**config.mk**
```make
export PLATFORM = sky130hd
export DESIGN_NAME = serial_subtractor_nbit
export DESIGN_NICKNAME = d
export VERILOG_FILES = /design/src/rtl/serial_subtractor_nbit.sv
export SDC_FILE = /design/constraint.sdc
export NUM_CORES = 1
export LEC_CHECK = 0
export ABC_AREA = 0
export BUFFER_PORTS_ARGS = -buffer_cell sky130_fd_sc_hd__buf_2
export CAP_MARGIN = 5
export CELL_PAD_IN_SITES_DETAIL_PLACEMENT = 0
export CELL_PAD_IN_SITES_GLOBAL_PLACEMENT = 1
export CORE_MARGIN = 3
export CORE_UTILIZATION = 40
export DETAILED_ROUTE_END_ITERATION = 8
export GPL_TIMING_DRIVEN = 1
export PLACE_DENSITY = 0.76
export RECOVER_POWER = 100
export SLEW_MARGIN = 20
export SYNTH_ARGS = -nofsm -noshare
export SYNTH_HDL_FRONTEND = slang
export SYNTH_SLANG_ARGS = --single-unit
export TNS_END_PERCENT = 10
```
**constraint.sdc**
```tcl
create_clock -name clk -period 4.2 [get_ports clk]
set_input_delay 0.42 -clock clk [delete_from_list [all_inputs] [get_ports clk]]
set_output_delay 0.42 -clock clk [all_outputs]
set_load 0.05 [all_outputs]
```
**src/rtl/serial_subtractor_nbit.sv**
```systemverilog
// serial_subtractor_nbit: bit-serial unsigned a - b, one result bit per clock, LSB first.
// Define SERIAL_SUB_SAT_EN to clamp diff to 0 when a < b (borrow still reports 1).
module serial_subtractor_nbit #(
    parameter int N = 10
) (
    input  logic         clk,
    input  logic         rst,
    input  logic         start,
    input  logic [N-1:0] a,
    input  logic [N-1:0] b,
    output logic         busy,
    output logic         done,
    output logic [N-1:0] diff,
    output logic         borrow
);
    localparam int CW = $clog2(N);
    typedef enum logic [1:0] {IDLE, RUN, DONE} state_t;
    state_t r_state, w_next;
    logic [N-1:0]  r_a, r_b, r_res, w_res, w_diff_fin;
    logic [CW-1:0] r_cnt;
    logic          r_bor, w_d, w_bout, w_last;
    assign w_d    = r_a[0] ^ r_b[0] ^ r_bor;
    assign w_bout = (~r_a[0] & r_b[0]) | (~(r_a[0] ^ r_b[0]) & r_bor);
    assign w_res  = {w_d, r_res[N-1:1]};
    assign w_last = r_cnt == CW'(N - 1);
`ifdef SERIAL_SUB_SAT_EN
    assign w_diff_fin = w_bout ? '0 : w_res;
`else
    assign w_diff_fin = w_res;
`endif
    always_comb begin
        w_next = r_state;
        w_next = (r_state == IDLE) ? (start ? RUN : IDLE) :
                 (r_state == RUN)  ? (w_last ? DONE : RUN) : IDLE;
    end
    always_ff @(posedge clk or posedge rst) begin
        if (rst) r_state <= IDLE;
        else     r_state <= w_next;
    end
    // Outputs are loaded on the final RUN edge so they are valid as DONE is entered.
    always_ff @(posedge clk or posedge rst) begin
        if (rst) begin
            r_a    <= '0;
            r_b    <= '0;
            r_res  <= '0;
            r_cnt  <= '0;
            r_bor  <= 1'b0;
            diff   <= '0;
            borrow <= 1'b0;
        end else if (r_state == IDLE && start) begin
            r_a   <= a;
            r_b   <= b;
            r_res <= '0;
            r_cnt <= '0;
            r_bor <= 1'b0;
        end else if (r_state == RUN) begin
            r_a   <= r_a >> 1;
            r_b   <= r_b >> 1;
            r_res <= w_res;
            r_bor <= w_bout;
            r_cnt <= r_cnt + CW'(1);
            if (w_last) begin
                diff   <= w_diff_fin;
                borrow <= w_bout;
            end
        end
    end
    assign busy = r_state != IDLE;
    assign done = r_state == DONE;
endmodule

```
After elaboration in Yosys (flattened, before gate mapping)

Cells that the tools add are included.

Register bits after elaboration: 48
Bits of input ports: 23
Output and inout bits: 13
Word-level logic and storage cells: 39

$add $sub $neg: 1
Equal/unequal tests: 3
Mux-type cells: 14
Bitwise operators: 8
Reduce and logical (&&, ||, !) cells: 5

Operators by type and width:

| cell                                                                  | count |
|---|---|
| 10-bit 2-to-1 mux                                                     | 6 |
| 4-bit 2-to-1 mux                                                      | 2 |
| 2-bit 2-to-1 mux                                                      | 3 |
| 4-bit by 1-bit adder with 4-bit output, second input constant         | 1 |
| 4-bit equality test, second input constant                            | 1 |
| 2-bit nonzero test                                                    | 2 |
| 1-bit 2-to-1 mux                                                      | 3 |
| 1-bit NOT                                                             | 3 |
| 3-bit AND reduction                                                   | 1 |
| 1-bit bitwise AND                                                     | 2 |
| 2-bit by 1-bit equality test with 1-bit output, second input constant | 1 |
| 2-bit equality test, second input constant                            | 1 |
| 2-bit zero test                                                       | 1 |
| 1-bit XOR                                                             | 2 |
| 1-bit logical AND                                                     | 1 |
| 1-bit OR                                                              | 1 |

Depth between registers and ports, before layout

Depth in word-level cells: 6
Depth in mapped cells: 6

Worst setup path before layout

OpenSTA, ideal clock, no wires.

Path type: register -> output
Start: register r_state[0]
End: output port done
Data arrival time: 1.198 ns
Slack: 2.582 ns
Cell stages (with the launch flop): 3
Cells stage by stage: dfrtp_1 buf_4 nor2b_1

Longest elaborated chain between the ends: 1

RTL lines:

| element                | line | RTL |
|---|---|---|
| from (decl)            | 18   | `state_t r_state, w_next;` |
| from (signal assigned) | 38   | `else r_state <= w_next;` |
| 2-bit equality test    | 69   | `assign done = r_state == DONE;` |
| to (decl)              | 12   | `output logic done,` |

No other way between the ends.

Worst setup path in the final report

Start: register r_state[0]
End: register r_cnt[3]

Longest elaborated chain between the ends: 3
Elaborated cells between the ends (all ways): 5
Classes of those cells: 1 x eq/ne; 1 x mux; 3 x reduce/logical

RTL lines:

| element                                                       | line | RTL |
|---|---|---|
| 2-bit zero test                                               | 50   | `end else if (r_state == IDLE && start) begin` |
| 1-bit logical AND                                             | 50   |  |
| 4-bit 2-to-1 mux / 2-bit nonzero test (equally long branches) | n/a  |  |
| to (signal assigned)                                          | 61   | `r_cnt <= r_cnt + CW'(1);` |
| to (decl)                                                     | 20   | `logic [CW-1:0] r_cnt;` |

Several ways; a longest one is shown, not always the timed one.
A chain may end at the register's enable or synchronous reset.

==> summary.txt <==
Setup path
  – CP max stage delay: 1.57 ns
  – Largest fanout on the critical path: 29
  – CP arrival: 2.83 ns
  – Reg-to-Reg Start: r_state[0]
  – Delay-heaviest family, CP: simple AND/OR/NAND/NOR gates
  – Crit-path cells: nor2b_1 > nand4_1 > mux2i_1
  – Worst r2r path cells: 3
  – CP Class: reg2reg
  – CP bufs+invs: 0
  – Req. time, crit path: approximately 4.4 ns
  – Crit-path slowest cell: nor2b_1
  – R2R setup slack: roughly 1.5 ns
  – CP endpoint kind: register
  – Crit start category: register
  – Worst R2R End: r_cnt[3]

Synthesis
  – EDFF count, synth: 0
  – Avg Cell Area, Syn: approximately 11 sq um
  – Prevailing post-synth register cell: dfrtp_1
  – Cells after Synth: 188
  – Post-synth net total: 214
  – Post-synthesis register bit count: 47
  – Yosys warns: 0
  – Seq/Total Area, Yosys: 0.585
  – Synth cell types: 25
  – Post-synthesis cell area: roughly 0.0020 sq mm
  – Ys async rst share: 1.00

STA
  – Fin. Hold Viols: 0
  – Headroom to the max-slew limit: -0.340
  – Max Freq: 377 MHz
  – Final setup margin: roughly 1.5 ns
  – RSZ-0062 raised after global routing: no
  – Final setup TNS: 0 ns
  – Period minus WS final: between 2 and 3 ns
  – Worst Max-Slew Pin Slew: 2.01 ns
  – Setup violations, final: 0
  – Worst Clk Skew: ~0.0084 ns
  – Slew Viols, Final: 91
  – Fin crit share: 0.631
  – Hold Slack: roughly 0.31 ns

Floorplan
  – Core area: about 0.0048 sq mm
  – Die W: 76.9 um
  – Full die area: ~0.006 sq mm
  – Core Rows: 25
  – Starting Density: 0.420
  – Die height: ~77 um
  – Total I/O pin count: 36

Final layout
  – Layout area overhead: 12.1%
  – Share of layout cells above drive strength 1: 0.191
  – Nets: 245
  – Fin area: 0.00225 sq mm
  – Fin util: 0.471
  – Diodes inserted: 0

Route
  – Pre-antenna DRT Iters: 5
  – DR DRC count: 0
  – WL/cell: around 13 um
  – Routed vias/inst: 4.94
  – Max layer used: met4
  – Initial DRC Count: 123
  – Post-Route WL: 3.83 mm
  – Met3 WL: around 150 um
  – Routed via count: between 1000 and 1500
  – Routed Antenna Nets: 0
  – M1 WL: between 1.5 and 2 mm
  – Met2 wire len: 1.87 mm

Hold path
  – Worst Hold Depth: 3
  – Hold path endpoint: r_a[9]
  – Hold path start: a[9]
  – Worst min path class: in2reg

Global route
  – Global-route wire length before repair: 6.79 mm
  – Antenna violations before repair: 0
  – Grt total ovfl: 0
  – GRT Total Usage: 0.143
  – Vias in the first global route: 1457
  – Pin count of the biggest net entering global routing: 48

Placement
  – GP Congestion: 0.671
  – IO buf count: 35
  – HPWL reported at the end of detailed placement: 2.46 mm
  – Post-placement worst setup slack: between 2 and 2.5 ns
  – Dpl cell area: 0.00219 sq mm

Run
  – Maxcap violations: 3

CTS
  – CTS H-tree depth: 2
  – Post-CTS sizing: 0
  – Hold_buf cts: 0
  – CTS Root Cell: clkbuf_8
  – Postcts setup bufs: 0
  – Clk slew on worst S/H paths: 0.09 ns
  – CTS Buffer Depth: 2
  – Clock Latency Late Sink: 0.30 ns
  – Clk sinks: 47
  – Num CTS Buffers: 5
  – CTS tree: built

Power
  – P per Cell Area: 768 mW/mm^2
  – Clock power frac: 0.153
  – Internal Power: 972 uW
  – VDD IR-drop max: 329 uV
  – Pleak: 1.11 nW
  – Psw: about 760 uW
  – Switching Share: 0.438
  – Sequential share of power: 0.449
  – Comb power frac: 0.398

Status
  – Outcome: finished with violations
  – Failing checks: capacitance limit, slew limit
## flip-flops by register name, indices dropped and copies added (netlist names)
signal   count
r_bor        1
diff        10
borrow       1
r_b         10
r_cnt        4
r_state      2
r_res        9
r_a         10
## cells in the final DEF (no fill, tap or decap)
master / Yosys / final
or3b_1: 1 / 1
nor3b_4: 0 / 1
nand2b_4: 1 / 1
clkbuf_1: 2 / 14
ha_1: 2 / 2
nor2b_1: 2 / 2
nand4_1: 1 / 1
inv_1: 5 / 5
nand3b_1: 1 / 1
clkinvlp_4: 0 / 1
nand2_1: 62 / 62
o21bai_1: 0 / 1
clkbuf_8: 0 / 5
mux2_2: 10 / 10
mux2i_1: 2 / 2
nor3_1: 0 / 1
clkinv_2: 0 / 1
nand3_1: 14 / 14
buf_2: 4 / 22
a22oi_1: 17 / 17
dfrtp_1: 47 / 47
a31oi_1: 1 / 1
o21ai_0: 5 / 5
nor2_1: 1 / 1
fa_1: 1 / 1
or2_2: 1 / 1
## worst max-delay path by stage
stage | start | to | slack (ns) | depth (start not counted)
3_5_place_dp | r_state[0] | r_cnt[3] | 2.20 | 3
2_1_floorplan | r_state[0] | done | 2.58 | 2
4_1_cts | r_state[0] | r_cnt[3] | 2.21 | 3
6_report | r_state[0] | r_cnt[3] | 1.55 | 3
5_1_grt | r_state[0] | r_cnt[3] | 1.17 | 3
3_3_place_gp | r_state[0] | r_cnt[3] | 2.27 | 3
## cell type report
type	count	area [sq um]
sequential	47	1180
multi-input combinational	125	729
timing repair buffer	35	159
inverter	5	18.8
clock inverter	2	12.5
clock buffer	6	72.6
tap	67	83.8
fill	456	2530
## metrics by stage
step / power (mW) / instances
CTS: 1.77 / 287
finish: 1.73 / 287
detailed placement: 1.50 / 279
global route: 1.88 / 287
global placement: 1.48 / 279
floorplan: 1.35 / 188
## cell usage after synthesis, types with 2 or more instances
cell / number / share of area
nand2_1: 62 / 0.12
buf_6: 3 / 0.017
dfrtp_1: 47 / 0.59
clkbuf_1: 2 / 0.0037
inv_1: 5 / 0.0093
buf_4: 2 / 0.0075
nor2b_1: 2 / 0.0062
mux2i_1: 2 / 0.010
nand3_1: 14 / 0.035
mux2_2: 10 / 0.056
buf_2: 4 / 0.010
a22oi_1: 17 / 0.064
ha_1: 2 / 0.012
o21ai_0: 5 / 0.012
## power groups by stage
stage | Sequential (mW) | Clock, mW | Combinational, mW
4_1_cts | 0.776 | 0.275 | 0.719
3_5_place_dp | 0.784 | 0 | 0.718
5_1_grt | 0.809 | 0.287 | 0.783
6_report | 0.776 | 0.265 | 0.687
3_3_place_gp | 0.778 | 0 | 0.703
2_1_floorplan | 0.931 | 0 | 0.419
## layer usage
metal / up-vias / global-route usage
met5: - / 0
met4: 0 / 0.0380
met1: 695 / 0.186
met2: 25 / 0.238
met3: 6 / 0.0364
li1: 692 / -
## worst min-delay path: stages
cell and delay, ns:
buf_2 0.07, nand2_1 0.04, nand2_1 0.05
## logic make-up (layout without fill, tap and decap cells)
logic type | count (synthesis) | in the layout | synth area share
adders and majority gates | 3 | 3 | 0.0224
AOI/OAI and AO/OA | 24 | 24 | 0.0847
and+or+nand+nor | 86 | 86 | 0.194
buffers and inverters | 16 | 48 | 0.0473
DFF | 47 | 47 | 0.585
muxes | 12 | 12 | 0.0660
Note: power is estimated with default switching activity, not from simulation.
